File: src/rtl/apb_xfer_ctrl_if.sv
// apb_xfer_ctrl_if: pipeline request/response and APB bus signals of the APB transfer controller
//   req_*    : memory-stage load/store request (req_vld, req_wr, req_addr, req_wdata)
//   stall_req: pipeline stall request to the hazard unit
//   rsp_*    : one-cycle completion pulse with read data and error flag
//   busy, err_cnt : debug status
//   P*       : APB master-side bus signals
interface apb_xfer_ctrl_if;
    logic        req_vld;
    logic        req_wr;
    logic [31:0] req_addr;
    logic [31:0] req_wdata;
    logic        stall_req;
    logic        rsp_vld;
    logic [31:0] rsp_rdata;
    logic        rsp_err;
    logic        busy;
    logic [7:0]  err_cnt;
    logic        PSEL;
    logic        PENABLE;
    logic        PWRITE;
    logic [31:0] PADDR;
    logic [31:0] PWDATA;
    logic        PREADY;
    logic        PSLVERR;
    logic [31:0] PRDATA;

    modport master (
        input  req_vld, req_wr, req_addr, req_wdata, PREADY, PSLVERR, PRDATA,
        output stall_req, rsp_vld, rsp_rdata, rsp_err, busy, err_cnt,
               PSEL, PENABLE, PWRITE, PADDR, PWDATA
    );

    modport slave (
        output req_vld, req_wr, req_addr, req_wdata, PREADY, PSLVERR, PRDATA,
        input  stall_req, rsp_vld, rsp_rdata, rsp_err, busy, err_cnt,
               PSEL, PENABLE, PWRITE, PADDR, PWDATA
    );
endinterface

File: src/rtl/apb_xfer_ctrl.sv
// apb_xfer_ctrl: runs one APB SETUP/ACCESS transfer per memory-stage request, stalling the pipeline meanwhile
//   clk   : core clock, rising edge
//   rst_n : asynchronous active-low reset
//   bus   : apb_xfer_ctrl_if.master (request, response, status and APB signals)
//   TIMEOUT : ACCESS wait cycles tolerated without PREADY before abort (1..255)
module apb_xfer_ctrl #(
    parameter int unsigned TIMEOUT = 255
) (
    input logic              clk,
    input logic              rst_n,
    apb_xfer_ctrl_if.master  bus
);
    localparam logic [1:0] IDLE   = 2'd0;
    localparam logic [1:0] SETUP  = 2'd1;
    localparam logic [1:0] ACCESS = 2'd2;
    localparam logic [1:0] DONE   = 2'd3;

    logic [1:0]  state, nxt;
    logic [7:0]  wait_cnt, err_cnt;
    logic        psel, penable, pwrite, rsp_vld, rsp_err, busy;
    logic [31:0] paddr, pwdata, rsp_rdata;
    logic        tmo, fin_err;

    assign tmo     = wait_cnt == 8'(TIMEOUT);
    assign fin_err = bus.PREADY ? bus.PSLVERR : 1'b1;

    always_comb
        nxt = state == IDLE   ? (bus.req_vld ? SETUP : IDLE) :
              state == SETUP  ? ACCESS :
              state == ACCESS ? ((bus.PREADY || tmo) ? DONE : ACCESS) :
                                IDLE;

    // Control outputs are registered from the next state so they align with the state they describe.
    always_ff @(posedge clk or negedge rst_n) begin
        if (!rst_n) begin
            state     <= IDLE;
            psel      <= 1'b0;
            penable   <= 1'b0;
            pwrite    <= 1'b0;
            paddr     <= '0;
            pwdata    <= '0;
            rsp_vld   <= 1'b0;
            rsp_err   <= 1'b0;
            rsp_rdata <= '0;
            err_cnt   <= '0;
            wait_cnt  <= '0;
            busy      <= 1'b0;
        end else begin
            state   <= nxt;
            psel    <= nxt == SETUP || nxt == ACCESS;
            penable <= nxt == ACCESS;
            rsp_vld <= nxt == DONE;
            busy    <= nxt != IDLE;
            if (state == IDLE && bus.req_vld) begin
                pwrite <= bus.req_wr;
                paddr  <= bus.req_addr;
                pwdata <= bus.req_wdata;
            end
            if (state == SETUP)
                wait_cnt <= '0;
            else if (state == ACCESS && !bus.PREADY && !tmo)
                wait_cnt <= wait_cnt + 8'd1;
            if (state == ACCESS && nxt == DONE) begin
                rsp_rdata <= (bus.PREADY && !pwrite) ? bus.PRDATA : 32'd0;
                rsp_err   <= fin_err;
                if (fin_err && err_cnt != 8'hFF)
                    err_cnt <= err_cnt + 8'd1;
            end
        end
    end

    // Combinational so the request cycle itself stalls; released in DONE so the pipeline advances as DONE ends.
    assign bus.stall_req = bus.req_vld && state != DONE;
    assign bus.rsp_vld   = rsp_vld;
    assign bus.rsp_rdata = rsp_rdata;
    assign bus.rsp_err   = rsp_err;
    assign bus.busy      = busy;
    assign bus.err_cnt   = err_cnt;
    assign bus.PSEL      = psel;
    assign bus.PENABLE   = penable;
    assign bus.PWRITE    = pwrite;
    assign bus.PADDR     = paddr;
    assign bus.PWDATA    = pwdata;
endmodule
File: src/flat_wrapper.sv
// flat-port wrapper written by rule: the top's interface ports become plain ports
module apb_xfer_ctrl_flat 
#(
    parameter int unsigned TIMEOUT = 255
)
  (clk, rst_n, bus_req_vld, bus_req_wr, bus_req_addr, bus_req_wdata, bus_PREADY, bus_PSLVERR, bus_PRDATA, bus_stall_req, bus_rsp_vld, bus_rsp_rdata, bus_rsp_err, bus_busy, bus_err_cnt, bus_PSEL, bus_PENABLE, bus_PWRITE, bus_PADDR, bus_PWDATA);
  apb_xfer_ctrl_if bus_i ();
  input logic clk;
  input logic rst_n;
  input wire logic [$bits(bus_i.req_vld)-1:0] bus_req_vld;
  input wire logic [$bits(bus_i.req_wr)-1:0] bus_req_wr;
  input wire logic [$bits(bus_i.req_addr)-1:0] bus_req_addr;
  input wire logic [$bits(bus_i.req_wdata)-1:0] bus_req_wdata;
  input wire logic [$bits(bus_i.PREADY)-1:0] bus_PREADY;
  input wire logic [$bits(bus_i.PSLVERR)-1:0] bus_PSLVERR;
  input wire logic [$bits(bus_i.PRDATA)-1:0] bus_PRDATA;
  output wire logic [$bits(bus_i.stall_req)-1:0] bus_stall_req;
  output wire logic [$bits(bus_i.rsp_vld)-1:0] bus_rsp_vld;
  output wire logic [$bits(bus_i.rsp_rdata)-1:0] bus_rsp_rdata;
  output wire logic [$bits(bus_i.rsp_err)-1:0] bus_rsp_err;
  output wire logic [$bits(bus_i.busy)-1:0] bus_busy;
  output wire logic [$bits(bus_i.err_cnt)-1:0] bus_err_cnt;
  output wire logic [$bits(bus_i.PSEL)-1:0] bus_PSEL;
  output wire logic [$bits(bus_i.PENABLE)-1:0] bus_PENABLE;
  output wire logic [$bits(bus_i.PWRITE)-1:0] bus_PWRITE;
  output wire logic [$bits(bus_i.PADDR)-1:0] bus_PADDR;
  output wire logic [$bits(bus_i.PWDATA)-1:0] bus_PWDATA;
  assign bus_i.req_vld = bus_req_vld;
  assign bus_i.req_wr = bus_req_wr;
  assign bus_i.req_addr = bus_req_addr;
  assign bus_i.req_wdata = bus_req_wdata;
  assign bus_i.PREADY = bus_PREADY;
  assign bus_i.PSLVERR = bus_PSLVERR;
  assign bus_i.PRDATA = bus_PRDATA;
  assign bus_stall_req = bus_i.stall_req;
  assign bus_rsp_vld = bus_i.rsp_vld;
  assign bus_rsp_rdata = bus_i.rsp_rdata;
  assign bus_rsp_err = bus_i.rsp_err;
  assign bus_busy = bus_i.busy;
  assign bus_err_cnt = bus_i.err_cnt;
  assign bus_PSEL = bus_i.PSEL;
  assign bus_PENABLE = bus_i.PENABLE;
  assign bus_PWRITE = bus_i.PWRITE;
  assign bus_PADDR = bus_i.PADDR;
  assign bus_PWDATA = bus_i.PWDATA;
  apb_xfer_ctrl #(.TIMEOUT(TIMEOUT)) u_core (.clk(clk), .rst_n(rst_n), .bus(bus_i));
endmodule
File: config.mk
export PLATFORM = sky130hd
export DESIGN_NAME = apb_xfer_ctrl_flat
export DESIGN_NICKNAME = d
export VERILOG_FILES = /design/src/rtl/apb_xfer_ctrl_if.sv /design/src/rtl/apb_xfer_ctrl.sv /design/src/flat_wrapper.sv
export SDC_FILE = /design/constraint.sdc
export NUM_CORES = 1
export LEC_CHECK = 0
export CORE_ASPECT_RATIO = 1.1
export CORE_MARGIN = 10
export CORE_UTILIZATION = 30
export DETAILED_ROUTE_END_ITERATION = 6
export SLEW_MARGIN = 20
export SYNTH_ARGS = -nofsm -noshare
export SYNTH_HDL_FRONTEND = slang
export SYNTH_SLANG_ARGS = --single-unit
File: constraint.sdc
create_clock -name clk -period 2.3 [get_ports clk]
set_clock_uncertainty 0.2 [all_clocks]
set_input_delay 0.575 -clock clk [delete_from_list [all_inputs] [get_ports clk]]
set_output_delay 0.575 -clock clk [all_outputs]
set_load 0.005 [all_outputs]
[Word-level counts from Yosys, hierarchy flattened]
Index checks and enable logic that the tools add are counted.
Word-level totals
  flip-flop bits (word level): 120
  latch bits: 0
  bits in writable memories: 0
  ROM bits: 0
  bits of input ports: 102
  output and inout bits: 111
  logic and storage cells: 47
  memories: 0
Operators by class
  $add $sub $neg: 2
  $mul: 0
  div/mod/pow operators: 0
  magnitude comparators: 0
  equality and inequality tests: 8
  shifts and indexed selects: 0
  multiplexer cells: 9
  bitwise logic cells: 0
  reduce and logical (&&, ||, !) cells: 16
Operators with widths (number)
  $mux 32: 1
  $add 8x1->8 const B: 2
  $mux 8: 2
  $eq 8x8->1 const B: 1
  $ne 8x8->1 const B: 1
  $logic_and 1x1->1: 7
  $eq 2x2->1 const B: 3
  $mux 2: 3
  $eq 2x1->1 const B: 2
  $reduce_bool 2->1: 2
  $logic_not 1->1: 3
  $mux 1: 3
  $logic_not 2->1: 1
  $logic_or 1x1->1: 2
  $ne 2x2->1 const B: 1
  $reduce_and 2->1: 1

[Depth between registers and ports, before layout]
  depth after elaboration: 9
  depth in mapped cells: 11
  gate-level depth less buffers: 10

[Worst setup path before layout]
No wires, ideal clock.
  path kind: register -> register
  from: reg u_core.state[0]
  to: reg u_core.err_cnt[1], in the netlist u_core.bus.err_cnt[1]
  setup time: 0.125 ns
  data arrival time: 2.087 ns
  data required time: 1.975 ns
  setup slack: -0.112 ns
  stages on the path, launching flop included: 11
  buffers on the path: 2
  clock period less this slack: 2.412 ns
  cells stage by stage: dfrtp_1 inv_1 ha_1 nand2_1 buf_2 buf_2 nand2_1 ha_1 and2_2 o221ai_2 mux2_2
On the way
  word-level cells in the longest chain between the ends: 7
  elaborated cells between the ends (all ways): 9
  classes of those cells: eq/ne: 3; mux: 3; reduce/logical: 3
RTL lines
  start: declaration: RTL line apb_xfer_ctrl.sv:18  | logic [1:0] state, nxt;
  start signal: assignment: RTL line apb_xfer_ctrl.sv:49  | state <= nxt;
  $eq 2x2->1: RTL line apb_xfer_ctrl.sv:30  | state == ACCESS ? ((bus.PREADY || tmo) ? DONE : ACCESS) :
  $mux 2: RTL line apb_xfer_ctrl.sv:30
  $mux 2: RTL line apb_xfer_ctrl.sv:29  | state == SETUP ? ACCESS :
  $mux 2 *: RTL line apb_xfer_ctrl.sv:28  | nxt = state == IDLE ? (bus.req_vld ? SETUP : IDLE) :
  net u_core.nxt[0]: RTL line apb_xfer_ctrl.sv:18
  $eq 2x2->1 *: RTL line apb_xfer_ctrl.sv:63  | if (state == ACCESS && nxt == DONE) begin
  $logic_and 1x1->1 *: RTL line apb_xfer_ctrl.sv:63
  $reduce_and 2->1 (no source line) *
  end signal: assignment: RTL line apb_xfer_ctrl.sv:67  | err_cnt <= err_cnt + 8'd1;
  end: declaration: RTL line apb_xfer_ctrl.sv:19  | logic [7:0] wait_cnt, err_cnt;
The timed path passes the listed nets; every way through them passes the cells marked *.
A chain may end at the register's enable or synchronous reset.

[Worst setup path in the final report]
  from: in bus_req_vld
  to: out bus_stall_req
On the way
  word-level cells in the longest chain between the ends: 1
RTL lines
  start: declaration: RTL line flat_wrapper.sv:10  | input wire logic [$bits(bus_i.req_vld)-1:0] bus_req_vld;
  $logic_and 1x1->1: RTL line apb_xfer_ctrl.sv:73  | assign bus.stall_req = bus.req_vld && state != DONE;
  end: declaration: RTL line flat_wrapper.sv:17  | output wire logic [$bits(bus_i.stall_req)-1:0] bus_stall_req;
No other way between the ends.

==> run metrics <==
critical-path cell list clkdlybuf4s50_1 > nor2b_1 > dlygate4sd2_1; final hold slack 0.300 ns; Crit Path Category in2out; top cells by area in the synthesized netlist dfrtp_1 64%, mux2_2 16%, a22o_1 6.0%; PortBufs 212; crit end category output pin; Pre-antenna DRT Iters 4; Die Y 151 um; vias per inst 4.57; f_max 452 MHz; die area 20900 um2; Critical Path RT 1.52 ns; DPL Wire Length 10900 um; Max VDD drop 0.583 mV; max_slew headroom 75.3%; clk root buf clkbuf_16; area grow syn2layout 68.0%; vias in the first global route 3810; Post-Synthesis Mean Instance Area 14.7 um2; largest net degree at the start of global routing 51; RePlAce Congestion 0.743; Worst-path clk slew 0.05 ns; Pins Over Slew Limit 0; status complete, no violations; Final min period 2.21 ns; Netlist cell types 32; Rows 47; final wirelength 14200 um; Slew @ Worst Pin 0.371 ns; max cap viols 0; hold crit path type reg2reg; Max stage delay on crit path 0.49 ns; fin area 7830 um2; # diodes 0; # setup viols final 0; reg2reg start u_core.wait_cnt[0]; top_reg_cell synth dfrtp_1; syn_nets 427; Final TNS setup 0 ns; post-synthesis sequential area ratio 64.5%; # clock sinks 120; Wirelength per Cell 18.6 um; die width 139 um; worst-path fanout max 2; switching share of power 26.9%; Switch Pwr 0.00278 W; Critical path origin bus_req_vld; worst skew pair latency 0.41 ns; PD cells 1320 nW/um2; CP Launch Type input port; first-pass GRT wire length 22300 um; HP Start u_core.bus.PADDR[17]; Comb pwr share 39.5%; Synth top cells by count 120 x dfrtp_1, 67 x mux2_2, 32 x a22o_1; flops & latches, synth 120; CTS H-tree depth 4; CTS buffer count 17; Overall Global Routing Usage 13.6%; share of cells above drive strength 1 23.1%; DRC Markers 0; number of synthesized flops with an enable pin 0; fraction of registers with async set/reset 100%; Gate Count Post-Synth 316; initial core utilization 30.8%; Hold Violations, Final 0; Warnings, synthesis 0; Pint 0.00755 W; initial DRC count 167; gr ovfl total 0; most frequent cell after synthesis dfrtp_1; Routed Antenna Nets 0; via count 3494; CTS tree built; Critical-path top delay cell clkdlybuf4s50_1; Core Area 15100 um2; NumNets Final 667; Ports 213; CTS max path bufs 2; Synth Cell Area 4660 um2; Post-DP Area 7170 um2; initial antenna violation count 0; FILL cells 1287; post-synth top area cell dfrtp_1; Clk pwr share 25.3%; Final Cycle Share 96.2%; static leakage 3.40 nW; endpoint arrival time on the critical path 1.44 ns; sequential fraction of design power 35.1%; area share of the leading cell type in the synthesized netlist 64.5%
through the flow:
step	power (W)	utilization, %	setup WS [ns]	std cells
floorplan	0.00506	-	0.0123	316
global placement	0.00769	47.4	-0.261	729
detailed placement	0.00780	47.4	-0.282	729
CTS	0.0105	51.4	0.00693	761
global route	0.0110	51.8	-0.0347	764
finish	0.0103	51.8	0.0873	764
critical path, delay by kind of cell:
family	cells	cell delay, ns
buffers and inverters	2	0.74
AND/OR/NAND/NOR	1	0.12
cells in the final DEF, fill, tap and decap left out, types with 4 or more instances in the layout:
cell	instances
buf_12	4
xor2_1	10
nand3_1	7
clkbuf_8	5
buf_4	19
nor2_1	13
clkbuf_16	17
mux2_2	67
inv_1	8
dfrtp_1	120
ha_1	7
nand2_1	6
clkdlybuf4s50_1	210
a22o_1	32
kinds of logic (layout without fill, tap and decap cells):
logic type | Yosys count | after routing | synth area share [%]
AO/OA/AOI/OAI | 42 | 42 | 7.63
XOR/XNOR | 11 | 11 | 2.07
adder cells (fa/ha/maj) | 9 | 9 | 2.42
buffers and inverters | 22 | 274 | 2.04
flip-flops | 120 | 120 | 64.5
multiplexers | 68 | 68 | 16.4
AND/OR/NAND/NOR | 44 | 44 | 4.94
state kept, by name, summed over array words and instances (netlist names):
register / count
u_core.bus.PENABLE: 1
u_core.bus.busy: 1
u_core.state: 2
u_core.bus.rsp_rdata: 32
u_core.bus.PSEL: 1
u_core.bus.PWDATA: 32
u_core.bus.PADDR: 32
u_core.bus.err_cnt: 8
u_core.wait_cnt: 8
u_core.bus.rsp_err: 1
u_core.bus.PWRITE: 1
u_core.bus.rsp_vld: 1
per-layer routing:
metal	wire length [um]	share of wire (%)	GRT usage (%)
met1	5520	39	14.8
met3	1150	8.1	6.40
met4	242	1.7	4.38
met5	0	0	0
met2	7290	51	23.1
repair_timing:
action | in CTS | in global routing
gates resized for setup | 1 | 8
hold buffers | 1 | 0
setup endpoints to repair | 1 | 39
hold endpoints to repair | 17 | 0
buffers inserted | 0 | 3
pin swaps | 0 | 4
power by group through the flow:
| stage | Sequential [W] | Combinational (W) | Clock [W] |
|---|---|---|---|
| 6_report | 0.00363 | 0.00409 | 0.00262 |
| 3_3_place_gp | 0.00363 | 0.00405 | 0 |
| 4_1_cts | 0.00363 | 0.00417 | 0.00268 |
| 3_5_place_dp | 0.00366 | 0.00414 | 0 |
| 5_1_grt | 0.00377 | 0.00444 | 0.00279 |
| 2_1_floorplan | 0.00368 | 0.00138 | 0 |
layout make-up:
cell class	instances	area (um2)	area share, %
Sequential cell	120	3000	38.4
Timing Repair Buffer	235	2340	29.9
Multi-Input combinational cell	174	1610	20.6
Clock buffer	24	502	6.41
Tap cell	196	245	3.13
Clock inverter	7	91.3	1.17
Inverter	8	30.0	0.384
path summary, 6_finish.rpt:
| kind | cells after the start | endpoint | slack (ns) |
|---|---|---|---|
| worst max-delay path | 3 | bus_stall_req | 0.09 |
| worst min-delay path | 1 | u_core.bus.PADDR[17] | 0.30 |
| worst max register to register | 9 | u_core.bus.rsp_rdata[11] | 0.13 |
| worst min register to register | 1 | u_core.bus.PADDR[17] | 0.30 |
| max in group asynchronous | 3 | u_core.bus.PWDATA[10] | 0.90 |
| min in group asynchronous | 2 | u_core.bus.PADDR[27] | 0.40 |
Power figures use the tool's default switching activity.
